$ cat src/rtl/drp_reconf_seq.sv
`default_nettype none
// ============================================================================
//  Module   : drp_reconf_seq
//  Purpose  : PLL dynamic-reconfiguration sequencer. On SEN it holds the PLL
//             in reset, walks one of two host-loaded register tables doing a
//             read-modify-write on every DRP register, then releases reset and
//             waits for LOCKED.
//  Ports    : DCLK/RST        clock, synchronous active-high reset
//             SEN/SADDR       start strobe and bank select (IDLE only)
//             TBL_WE/ADDR/DATA table load port {daddr,mask,data} (IDLE only)
//             LOCKED          PLL lock indicator
//             DADDR/DEN/DWE/DI/DO/DRDY  DRP master interface
//             PLL_RST         PLL core reset
//             BUSY/SRDY/ERR   status: running, done pulse, sticky error
//  Options  : DRP_TIMEOUT_EN  adds a DRDY completion watchdog (TIMEOUT)
//  Revision : 1.0  initial release
// ============================================================================
module drp_reconf_seq #(
    parameter int ENTRIES   = 23,
    parameter int LOCK_WAIT = 1024
`ifdef DRP_TIMEOUT_EN
    ,
    parameter int TIMEOUT   = 64
`endif
) (
    input  logic        DCLK,
    input  logic        RST,
    input  logic        SEN,
    input  logic        SADDR,
    input  logic        TBL_WE,
    input  logic [5:0]  TBL_ADDR,
    input  logic [38:0] TBL_DATA,
    input  logic        LOCKED,
    input  logic [15:0] DO,
    input  logic        DRDY,
    output logic [6:0]  DADDR,
    output logic        DEN,
    output logic        DWE,
    output logic [15:0] DI,
    output logic        PLL_RST,
    output logic        BUSY,
    output logic        SRDY,
    output logic        ERR
);

    localparam int                  c_lock_w    = $clog2(LOCK_WAIT + 1);
    localparam logic [5:0]          c_entries   = 6'(ENTRIES);
    localparam logic [4:0]          c_last_idx  = 5'(ENTRIES - 1);
    localparam logic [c_lock_w-1:0] c_lock_last = c_lock_w'(LOCK_WAIT - 1);
`ifdef DRP_TIMEOUT_EN
    localparam int                  c_tmo_w     = $clog2(TIMEOUT + 1);
    localparam logic [c_tmo_w-1:0]  c_tmo_last  = c_tmo_w'(TIMEOUT - 1);
`endif

    typedef enum logic [3:0] {
        S_IDLE       = 4'd0,
        S_ASSERT_RST = 4'd1,
        S_READ       = 4'd2,
        S_WAIT_R     = 4'd3,
        S_MODIFY     = 4'd4,
        S_WRITE      = 4'd5,
        S_WAIT_W     = 4'd6,
        S_NEXT       = 4'd7,
        S_RELEASE    = 4'd8,
        S_WAIT_LOCK  = 4'd9,
        S_ERROR      = 4'd10
    } state_t;

    state_t                r_state;
    state_t                w_next;

    // Table storage is deliberately not reset so a mid-run RST keeps it.
    logic [38:0]           r_tbl [2][ENTRIES];

    logic                  r_bank;
    logic [4:0]            r_idx;
    logic [15:0]           r_rdata;
    logic                  r_seen;
    logic [c_lock_w-1:0]   r_lock_cnt;
    logic [6:0]            r_daddr;
    logic                  r_den;
    logic                  r_dwe;
    logic [15:0]           r_di;
    logic                  r_pll_rst;
    logic                  r_busy;
    logic                  r_srdy;
    logic                  r_err;

    logic                  w_last;
    logic                  w_done;
    logic                  w_tmo;
    logic                  w_lock_tmo;
    logic                  w_pll_rst;
    logic [4:0]            w_rd_idx;
    logic [6:0]            w_rd_daddr;
    logic [15:0]           w_mask;
    logic [15:0]           w_data;

`ifdef DRP_TIMEOUT_EN
    logic [c_tmo_w-1:0]    r_tmo_cnt;
`endif

    assign w_last     = (r_idx == c_last_idx);
    // A transaction completes on the first DRDY high after DRDY has dropped.
    assign w_done     = DRDY && r_seen;
    assign w_lock_tmo = !LOCKED && (r_lock_cnt == c_lock_last);

`ifdef DRP_TIMEOUT_EN
    assign w_tmo      = !w_done && (r_tmo_cnt == c_tmo_last);
`else
    assign w_tmo      = 1'b0;
`endif

    // DADDR is registered on entry to READ, so when leaving NEXT the address
    // must come from the index that READ is about to use.
    assign w_rd_idx   = (r_state == S_NEXT && !w_last) ? r_idx + 5'd1 : r_idx;
    assign w_rd_daddr = r_tbl[r_bank][w_rd_idx][38:32];
    assign w_mask     = r_tbl[r_bank][r_idx][31:16];
    assign w_data     = r_tbl[r_bank][r_idx][15:0];

    // ------------------------------------------------------------------
    // Table load port
    // ------------------------------------------------------------------
    always_ff @(posedge DCLK) begin
        if (!RST && r_state == S_IDLE && TBL_WE &&
            ({1'b0, TBL_ADDR[4:0]} < c_entries)) begin
            r_tbl[TBL_ADDR[5]][TBL_ADDR[4:0]] <= TBL_DATA;
        end
    end

    // ------------------------------------------------------------------
    // State register
    // ------------------------------------------------------------------
    always_ff @(posedge DCLK) begin
        if (RST) begin
            r_state <= S_IDLE;
        end else begin
            r_state <= w_next;
        end
    end

    // ------------------------------------------------------------------
    // Next state and next value of PLL reset
    // ------------------------------------------------------------------
    always_comb begin
        w_next    = r_state;
        w_pll_rst = 1'b0;
        case (r_state)
            S_IDLE:       if (SEN) w_next = S_ASSERT_RST;
            S_ASSERT_RST: w_next = S_READ;
            S_READ:       w_next = S_WAIT_R;
            S_WAIT_R: begin
                if (w_done)     w_next = S_MODIFY;
                else if (w_tmo) w_next = S_ERROR;
            end
            S_MODIFY:     w_next = S_WRITE;
            S_WRITE:      w_next = S_WAIT_W;
            S_WAIT_W: begin
                if (w_done)     w_next = S_NEXT;
                else if (w_tmo) w_next = S_ERROR;
            end
            S_NEXT:       w_next = w_last ? S_RELEASE : S_READ;
            S_RELEASE:    w_next = S_WAIT_LOCK;
            S_WAIT_LOCK:  if (LOCKED || w_lock_tmo) w_next = S_IDLE;
            S_ERROR:      w_next = S_IDLE;
            default:      w_next = S_IDLE;
        endcase

        // PLL stays in reset from ASSERT_RST through the last NEXT, and for
        // the single ERROR cycle.
        case (w_next)
            S_ASSERT_RST, S_READ, S_WAIT_R, S_MODIFY,
            S_WRITE, S_WAIT_W, S_NEXT, S_ERROR: w_pll_rst = 1'b1;
            default:                            w_pll_rst = 1'b0;
        endcase
    end

    // ------------------------------------------------------------------
    // Datapath and registered outputs
    // ------------------------------------------------------------------
    always_ff @(posedge DCLK) begin
        if (RST) begin
            r_bank     <= 1'b0;
            r_idx      <= 5'd0;
            r_rdata    <= 16'd0;
            r_seen     <= 1'b0;
            r_lock_cnt <= '0;
            r_daddr    <= 7'd0;
            r_den      <= 1'b0;
            r_dwe      <= 1'b0;
            r_di       <= 16'd0;
            r_pll_rst  <= 1'b0;
            r_busy     <= 1'b0;
            r_srdy     <= 1'b0;
            r_err      <= 1'b0;
        end else begin
            r_den     <= (w_next == S_READ) || (w_next == S_WRITE);
            r_dwe     <= (w_next == S_WRITE);
            r_busy    <= (w_next != S_IDLE);
            r_pll_rst <= w_pll_rst;
            r_srdy    <= (r_state == S_WAIT_LOCK) && LOCKED;

            if (w_next == S_READ) begin
                r_daddr <= w_rd_daddr;
            end

            case (r_state)
                S_IDLE: begin
                    if (SEN) begin
                        r_bank <= SADDR;
                        r_idx  <= 5'd0;
                        r_err  <= 1'b0;
                    end
                end
                S_READ, S_WRITE: r_seen <= 1'b0;
                S_WAIT_R: begin
                    if (!DRDY) begin
                        r_rdata <= DO;
                        r_seen  <= 1'b1;
                    end
                end
                S_WAIT_W: begin
                    if (!DRDY) r_seen <= 1'b1;
                end
                // Mask bit set keeps the bit read back from the PLL.
                S_MODIFY: r_di <= (r_rdata & w_mask) | (w_data & ~w_mask);
                S_NEXT: begin
                    if (!w_last) r_idx <= r_idx + 5'd1;
                end
                S_RELEASE: r_lock_cnt <= '0;
                S_WAIT_LOCK: begin
                    if (!LOCKED)    r_lock_cnt <= r_lock_cnt + 1'b1;
                    if (w_lock_tmo) r_err      <= 1'b1;
                end
                default: ;
            endcase

            if ((r_state == S_WAIT_R || r_state == S_WAIT_W) && w_tmo) begin
                r_err <= 1'b1;
            end
        end
    end

`ifdef DRP_TIMEOUT_EN
    // Watchdog counts from the DEN cycle; reaching TIMEOUT-1 in a wait state
    // without completion means TIMEOUT cycles have elapsed since DEN.
    always_ff @(posedge DCLK) begin
        if (RST) begin
            r_tmo_cnt <= '0;
        end else if (r_state == S_READ || r_state == S_WRITE) begin
            r_tmo_cnt <= c_tmo_w'(1);
        end else if (r_state == S_WAIT_R || r_state == S_WAIT_W) begin
            r_tmo_cnt <= r_tmo_cnt + 1'b1;
        end
    end
`endif

    assign DADDR   = r_daddr;
    assign DEN     = r_den;
    assign DWE     = r_dwe;
    assign DI      = r_di;
    assign PLL_RST = r_pll_rst;
    assign BUSY    = r_busy;
    assign SRDY    = r_srdy;
    assign ERR     = r_err;

endmodule
`default_nettype wire
$ cat config.mk
export PLATFORM = sky130hd
export DESIGN_NAME = drp_reconf_seq
export DESIGN_NICKNAME = d
export VERILOG_FILES = /design/src/rtl/drp_reconf_seq.sv
export SDC_FILE = /design/constraint.sdc
export NUM_CORES = 2
export LEC_CHECK = 0
export ABC_AREA = 1
export BUFFER_PORTS_ARGS = -buffer_cell sky130_fd_sc_hd__buf_2
export CAP_MARGIN = 40
export CORE_ASPECT_RATIO = 1.75
export CORE_UTILIZATION = 45
export CTS_CLUSTER_SIZE = 10
export DETAILED_ROUTE_END_ITERATION = 10
export PLACE_DENSITY = 0.6
export SLEW_MARGIN = 0
export SYNTH_ARGS = -nofsm -noshare
export SYNTH_HDL_FRONTEND = slang
export SYNTH_SLANG_ARGS = --single-unit
$ cat constraint.sdc
create_clock -name DCLK -period 7.75 [get_ports DCLK]
set_input_delay 2.325 -clock DCLK [delete_from_list [all_inputs] [get_ports DCLK]]
set_output_delay 2.325 -clock DCLK [all_outputs]
set_load 0.005 [all_outputs]
==> impl_metrics.env <==
export IMPL_outcome="completed"
export IMPL_ff2ff_setup_slack_ns=3.46
export IMPL_post_cts_resized=0
export IMPL_avgSynthCellArea_sq_um=11.87
export IMPL_place_hpwl_um=140500
export IMPL_die_h_um=543.0
export IMPL_worstSetupPathType="in -> reg"
export IMPL_die_w_um=311.1
export IMPL_setup_tns_ns=0
export IMPL_vdd_ir_drop_max_uv=174.4
export IMPL_numCtsBuffers=212
export IMPL_setup_ws_ns=3.233
export IMPL_finalNetCount=6524
export IMPL_clkTransAtPathRegs_ns=0.05
export IMPL_ys_warn_count=0
export IMPL_synth_seq_area_share_pct=73.39
export IMPL_cts_root_buf="clkbuf_16"
export IMPL_critPathTopFamily="simple AND/OR/NAND/NOR gates"
export IMPL_min_period_over_period_pct=58.29
export IMPL_leakagePower_nw=30.22
export IMPL_r2r_end="DI[0]"
export IMPL_drive_gt1_share_pct=9.024
export IMPL_dp_cells=8439
export IMPL_crit_fanout=22
export IMPL_cp_slowest_cell="nor2_4"
export IMPL_finalWeightedCongestion=0.9183
export IMPL_place_ws_ns=2.473
export IMPL_startpoint_type="primary input"
export IMPL_min_path_cells=2
export IMPL_start_util_pct=45.28
export IMPL_grt_pass1_vias=48410
export IMPL_synth_area_sq_um=75260
export IMPL_hold_violations=0
export IMPL_synthDistinctLibCells=39
export IMPL_layout_min_cycle_time_ns=4.517
export IMPL_hold_end="r_lock_cnt[9]"
export IMPL_ant_nets=0
export IMPL_rr_worst_depth=12
export IMPL_core_area_sq_um=166200
export IMPL_synth_fp_nets=6409
export IMPL_skew_ns=0.05035
export IMPL_syn_to_final_growth_pct=12.85
export IMPL_min_from="r_lock_cnt[9]"
export IMPL_grt_util_all_layers_pct=27.26
export IMPL_insertion_delay_ns=0.85
export IMPL_grt_overflow_total=0
export IMPL_vias_per_cell=5.702
export IMPL_final_cells=8734
export IMPL_critPathBufInv=5
export IMPL_synth_top_area_share_pct=71.58
export IMPL_ys_ff_latch=1862
export IMPL_clockBufferDepth=4
export IMPL_grt_pass1_wl_um=333900
export IMPL_slowest_delay_ns=0.67
export IMPL_crit_arrival_ns=5.00
export IMPL_rsz0062_at_grt="no"
export IMPL_io_pins=97
export IMPL_p_per_area_nw_per_um2=253.1
export IMPL_drtIter0Drc=5443
export IMPL_critPathRequiredTime_ns=8.23
export IMPL_grt_start_max_net_pins=168
export IMPL_path_cells="buf_2, inv_1, nor2_1, inv_1, nor2_1, nand3_1, nand2_1, nor3_1, buf_2, nand2_1, nor2_4, buf_4"
export IMPL_cap_violations=0
export IMPL_antenna_found_initial=17
export IMPL_wl_per_cell_um=26.73
export IMPL_hold_ws_ns=0.4544
export IMPL_portBuffers=96
export IMPL_fill_cells=14260
export IMPL_worstMarginPinSlew_ns=0.9871
export IMPL_cts_tree="done"
export IMPL_drv_slew=0
export IMPL_hold_path_class="reg -> reg"
export IMPL_fmaxAchievable_mhz=221.4
export IMPL_cts_sinks=1862
export IMPL_setup_viol=0
export IMPL_postRouteWirelength_um=233400
export IMPL_endpoint_kind="flip-flop"
export IMPL_hold_buffers=0
export IMPL_cts_setup_buffers=0
export IMPL_vias=49800
export IMPL_cts_max_level=4
export IMPL_dieArea_sq_um=169000
export IMPL_row_count=198
export IMPL_synthTopCellsByArea="edfxtp_1, nand2_1, nand3_1"
export IMPL_post_route_drc_count=0
export IMPL_synth_top_area_cell="edfxtp_1"
export IMPL_slew_limit_headroom_pct=34.19
export IMPL_drtPass1Iterations=8
export IMPL_synthCells=6338
## worst reg2reg max path, stage by stage, from the launching register on
cell and delay [ns]:
dfxtp_4 0.70, buf_12 0.52, buf_4 1.14, nand2_1 0.16, nand2_1 0.13, nand2_1 0.07, nand3_1 0.10, nand3_1 0.25
nand2_1 0.42, a21oi_1 0.33, nand2_1 0.19, nand3_1 0.11, a21oi_1 0.15
## stage by stage
step | power [mW] | instance area, sq um | util, %
3_3_place_gp | 12.97 | 78310 | 47.11
4_1_cts | 21.55 | 84910 | 51.08
3_5_place_dp | 13.01 | 79240 | 47.67
5_1_grt | 22.02 | 84920 | 51.08
6_report | 21.50 | 84930 | 51.09
2_1_floorplan | 12.18 | 75260 | -
## cells in the final DEF (no fill, tap or decap), types with 40 or more instances in the layout
master,netlist,final
nand2_1,2068,2068
edfxtp_1,1794,1794
nand3_1,847,847
nor2_1,374,336
a21oi_1,229,229
clkbuf_16,0,214
o21ai_0,200,200
mux2i_1,126,126
buf_4,5,121
inv_1,101,98
buf_2,170,97
clkbuf_1,142,69
dfxtp_1,68,63
o211ai_1,52,52
buf_12,0,40
## final cells by class
type	instances	area (sq um)	share of cell area, %
diodes	7	17.52	0.02062
clock buffers	283	5614	6.610
clock inverters	5	58.81	0.06924
inverters	109	435.4	0.5127
multi-input cells	3999	18310	21.56
flip-flops and latches	1862	55250	65.05
well taps	2200	2753	3.241
repair buffers	269	2497	2.940
## worst max-delay path by stage
stage | startpoint | to | slack, ns | depth (start not counted)
2_1_floorplan | TBL_ADDR[4] | r_tbl[0][468] | 0.43 | 9
3_3_place_gp | TBL_ADDR[4] | r_tbl[1][783] | 1.92 | 11
3_5_place_dp | TBL_ADDR[4] | r_tbl[0][644] | 2.47 | 12
4_1_cts | TBL_ADDR[4] | r_tbl[0][652] | 3.32 | 12
5_1_grt | TBL_ADDR[4] | r_tbl[0][650] | 3.17 | 12
6_report | TBL_ADDR[4] | r_tbl[0][652] | 3.23 | 12
## layer usage
metal  vias up  global-route usage (%)  share of wire (%)
li1      22320                       -                  -
met1     24570                   32.15                 36
met2      2304                   47.79                 50
met3       594                   3.740                7.0
met4         8                   15.33                6.1
met5         -                       0              0.019
## state kept, by name (all words and copies together) (netlist names), named ones only
register    cells
r_lock_cnt     11
SRDY            1
DI             16
DWE             1
r_seen          1
r_tbl        1794
PLL_RST         1
DEN             1
DADDR           7
r_rdata        16
r_state         4
ERR             1
r_idx           5
r_bank          1
BUSY            1
## cell families after synthesis
| kind of cell | after synthesis | share of synthesized area (%) |
|---|---|---|
| and+or+nand+nor | 3347 | 18.36 |
| DFF | 1862 | 73.39 |
| AOI/OAI and AO/OA | 521 | 3.770 |
| buffers and inverters | 477 | 2.736 |
| muxes | 126 | 1.676 |
| adders and majority gates | 3 | 0.04988 |
| xor gates and xnor gates | 2 | 0.02328 |
## report_power, final
part / internal, mW / switching, mW
sequential: 11.1 / 0.0346
combinational: 0.406 / 1.32
clock: 4.96 / 3.72
## synthesized netlist by cell type (all sizes together)
library cell	instances
nand3	850
ha	3
o2111a	2
a31oi	7
a211oi	1
clkbuf	142
a21oi	229
inv	108
xnor2	1
o21ai	203
nor3	16
nand3b	1
dfxtp	68
edfxtp	1794
nand4	3
clkinv	1
nor2	383
o22ai	1
nor4	2
o21a	25
buf	226
xor2	1
a21boi	1
mux2i	126
or2	16
o211ai	52
nand2	2076
Power figures use the tool's default switching activity.
